[src/rtl/press_debouncer.sv]
// Pushbutton debouncer: two-flop synchronizer followed by a press/held/release FSM
// with optional auto-repeat press pulses while the button is held.
module press_debouncer #(
    parameter int DEB_CYCLES     = 50000,
    parameter int BTN_ACTIVE_LOW = 1,
    parameter int REPEAT_EN      = 0,
    parameter int REPEAT_DELAY   = 25000000,
    parameter int REPEAT_PERIOD  = 5000000
) (
    input  logic clk,
    input  logic rst_n,
    input  logic btn_raw,
    output logic press,
    output logic held,
    output logic release_pulse  // "release" is a reserved word in SystemVerilog
);

    localparam int CNT_W  = (DEB_CYCLES > 2) ? $clog2(DEB_CYCLES) : 1;
    localparam int RCNT_W = (REPEAT_DELAY > 2) ? $clog2(REPEAT_DELAY) : 1;
    // A period longer than the delay cannot be reached by reloading; clamp to a full restart.
    localparam int RELOAD_I = (REPEAT_PERIOD >= REPEAT_DELAY) ? 0 : REPEAT_DELAY - REPEAT_PERIOD;

    localparam logic [CNT_W-1:0]  CNT_MAX     = CNT_W'(DEB_CYCLES - 1);
    localparam logic [RCNT_W-1:0] RCNT_MAX    = RCNT_W'(REPEAT_DELAY - 1);
    localparam logic [RCNT_W-1:0] RCNT_RELOAD = RCNT_W'(RELOAD_I);
    localparam logic              IDLE_LVL    = (BTN_ACTIVE_LOW != 0);

    typedef enum logic [1:0] {
        IDLE,
        PRESS_CHK,
        HELD,
        REL_CHK
    } state_t;

    state_t            state;
    logic              sync1;
    logic              sync2;
    logic              btn_s;
    logic [CNT_W-1:0]  cnt;
    logic [RCNT_W-1:0] rcnt;

    always_ff @(posedge clk) begin
        if (!rst_n) begin
            sync1 <= IDLE_LVL;
            sync2 <= IDLE_LVL;
        end else begin
            sync1 <= btn_raw;
            sync2 <= sync1;
        end
    end

    assign btn_s = (BTN_ACTIVE_LOW != 0) ? ~sync2 : sync2;

    always_ff @(posedge clk) begin
        if (!rst_n) begin
            state         <= IDLE;
            cnt           <= '0;
            rcnt          <= '0;
            press         <= 1'b0;
            held          <= 1'b0;
            release_pulse <= 1'b0;
        end else begin
            press         <= 1'b0;
            release_pulse <= 1'b0;
            case (state)
                IDLE: begin
                    if (btn_s) begin
                        state <= PRESS_CHK;
                        cnt   <= '0;
                    end
                end
                PRESS_CHK: begin
                    if (!btn_s) begin
                        state <= IDLE;
                    end else if (cnt == CNT_MAX) begin
                        state <= HELD;
                        press <= 1'b1;
                        held  <= 1'b1;
                        rcnt  <= '0;
                    end else begin
                        cnt <= cnt + CNT_W'(1);
                    end
                end
                HELD: begin
                    if (!btn_s) begin
                        state <= REL_CHK;
                        cnt   <= '0;
                    end else if (REPEAT_EN != 0) begin
                        if (rcnt == RCNT_MAX) begin
                            press <= 1'b1;
                            rcnt  <= RCNT_RELOAD;
                        end else begin
                            rcnt <= rcnt + RCNT_W'(1);
                        end
                    end
                end
                REL_CHK: begin
                    // Bounce back to pressed: resume HELD with the repeat counter untouched.
                    if (btn_s) begin
                        state <= HELD;
                    end else if (cnt == CNT_MAX) begin
                        state         <= IDLE;
                        held          <= 1'b0;
                        release_pulse <= 1'b1;
                    end else begin
                        cnt <= cnt + CNT_W'(1);
                    end
                end
                default: state <= IDLE;
            endcase
        end
    end

endmodule

[config.mk]
export PLATFORM = sky130hd
export DESIGN_NAME = press_debouncer
export DESIGN_NICKNAME = d
export VERILOG_FILES = /design/src/rtl/press_debouncer.sv
export SDC_FILE = /design/constraint.sdc
export NUM_CORES = 1
export LEC_CHECK = 0
export BUFFER_PORTS_ARGS = -buffer_cell sky130_fd_sc_hd__buf_2
export CORE_MARGIN = 2
export CORE_UTILIZATION = 40
export CTS_CLUSTER_SIZE = 25
export DETAILED_ROUTE_END_ITERATION = 6
export GPL_ROUTABILITY_DRIVEN = 0
export GPL_TIMING_DRIVEN = 0
export PLACE_DENSITY = 0.53
export SYNTH_ARGS = -nofsm -noshare
export SYNTH_HDL_FRONTEND = slang
export SYNTH_SLANG_ARGS = --single-unit
[constraint.sdc]
create_clock -name clk -period 2.2 [get_ports clk]
set_input_delay 0.44 -clock clk [delete_from_list [all_inputs] [get_ports clk]]
set_output_delay 0.44 -clock clk [all_outputs]
set_load 0.05 [all_outputs]
; Word-level counts from Yosys, hierarchy flattened
; Index checks and enable logic that the tools add are counted.
[classes]
mux = 19
n_reduce_logical = 7
n_bitwise = 2
eq_ne = 12
add_sub_neg = 1
[ops]
columns = op, n
row1 = $mux 16, 5
row2 = $pmux 16 s4, 1
row3 = $add 16x1->16 const B, 1
row4 = $eq 16x16->1 const B, 1
row5 = $mux 2, 6
row6 = $ne 2x2->1 const B, 6
row7 = $pmux 2 s4, 1
row8 = $reduce_and 4->1, 2
row9 = $ne 3x3->1 const B, 2
row10 = $mux 1, 5
row11 = $reduce_and 5->1, 1
row12 = $eq 2x2->1 const B, 2
row13 = $reduce_and 3->1, 1
row14 = $reduce_or 3->1, 1
row15 = $eq 2x1->1 const B, 1
row16 = $logic_not 2->1, 1
row17 = $not 1->1, 2
row18 = $pmux 1 s2, 1
row19 = $reduce_bool 2->1, 1
[word_totals]
output_inout_bits = 3
reg_bits = 23
in_bits = 3
wordCells = 48

; Depth between registers and ports, before layout
; Gate-level depths: netlist of the first run.
[logic_depth]
depth_word = 4
ltp_mapped = 6
mapped_depth_nobuf = 5

; Least setup slack after synthesis of the first run
; No wires, ideal clock.
[synth_timing]
path_type = register -> register
from = register cnt[0]
to = register cnt[4]
slack_ps = 599
t_required_ps = 2128
arrival_time_ps = 1529
synth_period_minus_slack_ps = 1601
path_stages_with_launch = 7
setup_time_ps = 72
n_path_buf = 1
path_cell_list = dfxtp_1 -> ha_1 -> and3_1 -> and4_1 -> buf_2 -> a211oi_1 -> mux2i_1
[synth_via]
elab_chain_cells = 4
word_cells_on_any_way = 6
cone_classes = add/sub (1) / eq/ne (1) / mux (4)
[synth_lines]
columns = element, line
row1 = start: declaration, 39  ; logic [CNT_W-1:0] cnt;
row2 = start signal: assignment, 81  ; cnt <= cnt + CNT_W'(1);
row3 = start signal: assignment, 106  ; cnt <= cnt + CNT_W'(1);
row4 = $add 16x1->16 / $eq 16x16->1 (equally long branches), --
row5 = $mux 16 *, "75, 101"
row6 = $mux 16 (on tied branches), "99, 73"
row7 = $pmux 16 s4 *, 65  ; case (state)
; Mark *: on every way between the ends. The rest lies on a longest branch, timed or not. The select of a mux whose other input is x is not followed.
; A chain may end at the register's enable or synchronous reset.

; Final worst setup path of the first run
[layout_timing]
from = register cnt[8]
to = register cnt[1]
[layout_via]
elab_chain_cells = 4
word_cells_on_any_way = 5
cone_classes = eq/ne (1) / mux (4)
[layout_lines]
columns = element, line
row1 = $eq 16x16->1 *, "75, 101"
row2 = $mux 16 *, --
row3 = $mux 16 (on tied branches), --
row4 = $pmux 16 s4 *, --
; Marked as above.

==> reports/metrics.cfg, run 1 <==
[status]
status=completed

[synthesis]
synth_cell_types=43
synth_ff_type=dfxtp_1
syn_area_per_cell_um2=8.787
synth_cells=132
synth.largest_area_cell=dfxtp_1
synthTopCellsByArea=dfxtp_1 (40%), nand2_1 (4.2%), a21oi_1 (3.9%), and3_1 (3.2%), a2111o_1 (2.9%)
synth_fp_nets=136
synth-edff-count=0
ys_warn_count=0
yosys-top-cells-count=dfxtp_1 (23), nand2_1 (13), a21oi_1 (9), and3_1 (6), nand3_1 (6)
yosysSeqAreaShare=0.3970
yosysTopAreaCellShare=0.3970
synthArstFlopShare=0
synth_area_um2=1160
yosysMostFrequentCell=dfxtp_1
synth_seq_cells=23

[timing]
fin_ws_ps=308.0
max_slew_margin=0.7034
clock_skew_ps=9.909
finalSetupViolCount=0
fmax_mhz=528.5
rsz0062_at_grt=false
hold-worst-slack_ps=287.1
period_share=0.8600
period_needed_ps=1892
finalSetupTns_ps=0
finalHoldViolCount=0
worst_slew_pin_slew_ps=441.6
slew_violations=0

[clocking]
cts_max_level=1
post_cts_buffers=0
cts_sinks=23
root_buffer=clkbuf_4
clk_latency_ps=320
cts_hold_buf=0
path_clk_slew_ps=130
clockBufferDepth=2
tritoncts=built
cts_repair_resize_count=0
cts_buffers=3

[place]
dp.cells=168
place_ws_ps=358.4
hpwl_um=1894
portBuffers=5

[grt]
grt_max_degree=14
grt.total_usage=0.1741
grt_pass1_vias=963
antenna_found_initial=0
grt-ovfl-total=0
grt_pass1_wl_um=4567

[worst_setup_path]
path_max_fanout=10
reg2reg_depth=6
cp.arrival_ps=2110
path_class=flop to flop
worstReg2RegEnd=cnt[1]$_SDFFE_PN0P_
rr_startpoint=cnt[8]$_SDFFE_PN0P_
cp-end-kind=flop
crit_end=cnt[1]$_SDFFE_PN0P_
cp_data_required_time_ps=2420
start_kind=flop
worstSetupStartpoint=cnt[8]$_SDFFE_PN0P_
r2r_setup_slack_ps=310

[routing]
vias=1044
drt_iter0_markers=53
drtAntennaViolNets=0
first_pass_iters=4
finalWirelength_um=2575
drc=0
routedWlPerCell_um=14.97
vias_per_cell=6.070

[floorplan]
num_io_pins=6
dieArea_um2=3347
rows=19
fp.dieW_um=57.85
initial_core_util=0.4206
core_um2=2758
dieHeight_um=57.85

[pwr]
power_leakage_nw=0.4630
finalPower_mw=0.6520
vdd.ir_drop.worst_v=0.0004456
power_density_nw_per_um2=521.1

[finish]
antenna_cells=0
fillerInstances=285
final_cells=172
multi_input_area_um2=655.6
finalNetCount=146
drive_above_1_share=0.1348
syn2layout_area_growth_pct=7.875
seq_area_um2=460.4

[flow_run]
max-cap-violations=0

[hold_path]
holdCritPathClass=primary input to flop

critical path, stage by stage, from the launching register on:
cell      delay (ps)
dfxtp_1          330
clkbuf_1         280
nand4_1          150
nor3_1           380
buf_2            290
o21ai_0          110
o31a_1           240
where the power goes:
part           switching, mW  total [mW]  internal, mW
Sequential           0.00457       0.425         0.420
Combinational         0.0180      0.0279       0.00993
Clock                  0.132       0.200        0.0680
through the flow:
| stage | instance area, µm² | util |
|---|---|---|
| 4_1_cts | 1251 | 0.4537 |
| 3_3_place_gp | 1224 | 0.4437 |
| 3_5_place_dp | 1224 | 0.4437 |
| 6_report | 1251 | 0.4537 |
| 2_1_floorplan | 1160 | - |
| 5_1_grt | 1251 | 0.4537 |
metal layers:
layer / GRT usage / vias up / routed length (µm)
met5: 0 / - / 0
met2: 0.2516 / 19 / 1104
met1: 0.2569 / 502 / 1316
li1: - / 517 / -
met3: 0.04241 / 6 / 107
met4: 0.04983 / 0 / 46
layout by cell type (no fill, tap or decap), types with 2 or more instances in the layout:
cell type,count
a2111o_1,3
a21oi_1,9
and2_1,3
and3_1,6
and4_1,2
buf_2,7
clkbuf_1,2
clkbuf_4,3
dfxtp_1,23
inv_1,5
nand2_1,13
nand2b_1,3
nand3_1,6
nand3_2,2
nand4_1,5
nor2_1,5
o211ai_1,2
o21ai_0,5
o21ai_1,3
o31ai_1,3
or3_1,3
or4_1,4
xor2_1,2
final cells by class:
type | count | area share
Sequential cell | 23 | 0.3680
Buffer | 5 | 0.02000
Clock inverter | 1 | 0.004000
Tap cell | 31 | 0.03100
Clock buffer | 3 | 0.01800
Timing Repair Buffer | 5 | 0.02000
Inverter | 5 | 0.01500
Multi-Input combinational cell | 99 | 0.5240
how the worst min path moves through the flow:
stage               slack, ps  depth (start not counted)        startpoint          endpoint
CTS                       290                          2           btn_raw  sync1$_SDFF_PN1_
detailed placement        400                          1  sync1$_SDFF_PN1_  sync2$_SDFF_PN1_
floorplan                 390                          1  sync1$_SDFF_PN1_  sync2$_SDFF_PN1_
global route              290                          2           btn_raw  sync1$_SDFF_PN1_
global placement          400                          1  sync1$_SDFF_PN1_  sync2$_SDFF_PN1_
finish                    290                          2           btn_raw  sync1$_SDFF_PN1_
sequential cells by signal (all words and copies together) (netlist names), named ones only:
name	cells
cnt	16
held	1
press	1
release_pulse	1
state	1
sync1	1
sync2	1
logic make-up (layout without fill, tap and decap cells):
kind of cell / count (synthesis) / count (layout) / share of synthesized area
buffers and inverters: 10 / 19 / 0.03776
flip-flops: 23 / 23 / 0.3970
XOR/XNOR: 4 / 4 / 0.04316
AND/OR/NAND/NOR: 60 / 60 / 0.3107
multiplexers: 1 / 1 / 0.008630
adder cells (fa/ha/maj): 1 / 1 / 0.01079
AO/OA/AOI/OAI: 33 / 33 / 0.1920
(Power assumes the default switching activity.)
==> inputs of run 2 (changes only) <==
Settings changed: ABC_AREA set to 1.
==> run 2 against run 1 <==
Against the previous run: die area increased by 11%; first-iteration DRC count up 13%; setup slack better by 270 ps; final area increased by 12%; sequential share of layout area is 4.0 points lower; maximum frequency is 16% higher; final cell count grew 49%; sequential power about the same; hold slack better by 2.6 ps; largest power group unchanged; highest routed layer unchanged.
==> reports/metrics.cfg, run 2 <==
[grt]
grt.total_usage=0.1892
grt-ovfl-total=0
grt_pass1_vias=1154
grt_pass1_wl_um=5188
antenna_found_initial=0
grt_max_degree=14

[floorplan]
initial_core_util=0.4211
fp.dieW_um=60.93
core_um2=3078
dieArea_um2=3712
num_io_pins=6
rows=20
dieHeight_um=60.93

[synthesis]
yosysMostFrequentCell=nand2_1
synth_area_um2=1296
synth_seq_cells=23
synth_cell_types=25
synth_fp_nets=207
yosys-top-cells-count=nand2_1 (55), nor2_1 (35), inv_1 (25), dfxtp_1 (23), nand3_1 (21)
synth_ff_type=dfxtp_1
synth_top_family_by_area=simple AND/OR/NAND/NOR gates
yosys.area_share.simple=0.4566
yosysSeqAreaShare=0.3552
ys_warn_count=0
yosysTopAreaCellShare=0.3552
syn_area_per_cell_um2=6.385
synth_fa_ha_area_frac=0.009653
synthXorXnorAreaFrac=0.02027
synth_compound_gate_area_share=0.04730
synth.largest_area_cell=dfxtp_1
synthArstFlopShare=0
synth.area.mux_share=0
synth_cells=203
synth-edff-count=0
synthTopCellsByArea=dfxtp_1 (36%), nand2_1 (16%), nor2_1 (10%), nand3_1 (8.1%), inv_1 (7.2%)

[finish]
final_common_cell=nand2_1
finalNetCount=217
fillerInstances=339
largest_reg_flops=16
final_area_um2=1404
multi_input_area_um2=691.9
drive_above_1_share=0.1415
regMostFlops=cnt
syn2layout_area_growth_pct=8.301
final_cell_mix=nand2_1 (55), nor2_1 (35), inv_1 (25)
antenna_cells=0
seq_area_um2=460.4

[pwr]
vdd.ir_drop.worst_v=0.0002954
power_leakage_nw=0.5740
power_density_nw_per_um2=478.7

[timing]
worst_slew_pin_slew_ps=439.1
rsz0062_at_grt=false
finalHoldViolCount=0
slew_violations=0
finalSetupViolCount=0
finalSetupTns_ps=0
period_needed_ps=1626
fmax_mhz=615.1
max_slew_margin=0.7073
clock_skew_ps=2.784
period_share=0.7389

[routing]
vias=1197
first_pass_iters=4
drtAntennaViolNets=0
vias_per_cell=4.676
finalWirelength_um=2868
routedWlPerCell_um=11.20
drc=0
drt_iter0_markers=60

[worst_setup_path]
cp-end-kind=flop
path_class=flop to flop
critical-path-slowest-cell=dfxtp_1
cp_data_required_time_ps=2420
cp_top_family=simple AND/OR/NAND/NOR gates
max_stage_delay_ps=420
worstPathCellList=ha_1 -> nand2_2 -> nor2_4 -> inv_1 -> nor2_1 -> nand3_2 -> nand2_4 -> nor2_1 -> nor2_1 -> nor2_1
cp.arrival_ps=1840
critPathMostFrequentCell=nor2_1
start_kind=flop
path_max_fanout=10
critPathBufInv=1

[clocking]
clockBufferDepth=2
post_cts_buffers=0
cts_hold_buf=0
cts_sinks=23
cts_max_level=1
path_clk_slew_ps=140
tritoncts=built
clk_latency_ps=320
cts_repair_resize_count=0
cts_buffers=3
root_buffer=clkbuf_4

[status]
status=completed

[place]
hpwl_um=2159
placed_area_um2=1376
portBuffers=5

[hold_path]
holdCritPathClass=primary input to flop

[flow_run]
max-cap-violations=0

-- run 2: changes by cell type in the layout (fill, tap and decap cells not counted), sizes merged, moves of 4 or more --
cell and change:
and3 -6, or4 -4, o21ai -7, nor2 +36, nand4 -5, nand2 +46, inv +23, nand3 +15
-- run 2: per-layer routing --
layer / global-route usage / vias to the layer above / wire length (µm)
met4: 0.06522 / 0 / 42
met2: 0.3057 / 21 / 1307
met5: 0 / - / 0
li1: - / 639 / -
met1: 0.2555 / 532 / 1416
met3: 0.03198 / 5 / 100
-- run 2: kinds of logic after synthesis --
logic type	count (synthesis)
XOR/XNOR	3
flip-flops	23
AO/OA/AOI/OAI	11
buffers and inverters	34
adder cells (fa/ha/maj)	1
AND/OR/NAND/NOR	131
-- run 2: final timing paths --
path | from | endpoint | slack, ps | depth (start not counted)
setup / recovery | cnt[0]$_SDFFE_PN0P_ | cnt[15]$_SDFFE_PN0P_ | 570 | 10
hold / removal | btn_raw | sync1$_SDFF_PN1_ | 290 | 2
setup reg to reg | cnt[0]$_SDFFE_PN0P_ | cnt[15]$_SDFFE_PN0P_ | 570 | 10
hold reg to reg | sync1$_SDFF_PN1_ | sync2$_SDFF_PN1_ | 430 | 1
-- run 2: layout make-up --
type | count | share of cell area
plain buffers | 3 | 0.01872
clock inverters | 1 | 0.003565
inverters | 31 | 0.08378
multi-input cells | 146 | 0.4929
flip-flops and latches | 23 | 0.3280
well taps | 44 | 0.03922
clock buffers | 3 | 0.01604
repair buffers | 5 | 0.01783
-- run 2: metrics by stage --
stage	instances	setup slack (ps)	total power, mW	util	hold WS [ps]
finish	256	574.4	0.6720	0.4561	289.7
global route	256	345.8	0.7029	0.4561	273.1
CTS	256	556.2	0.6777	0.4561	285.0
detailed placement	252	568.9	0.4715	0.4472	407.9
global placement	252	618.2	0.4710	0.4472	407.2
floorplan	203	787.9	0.4591	-	392.5
-- run 2: where the power goes --
group | internal, mW | switching, mW
clock | 0.0682 | 0.142
sequential | 0.421 | 0.00363
combinational | 0.0122 | 0.0249
total | 0.501 | 0.171
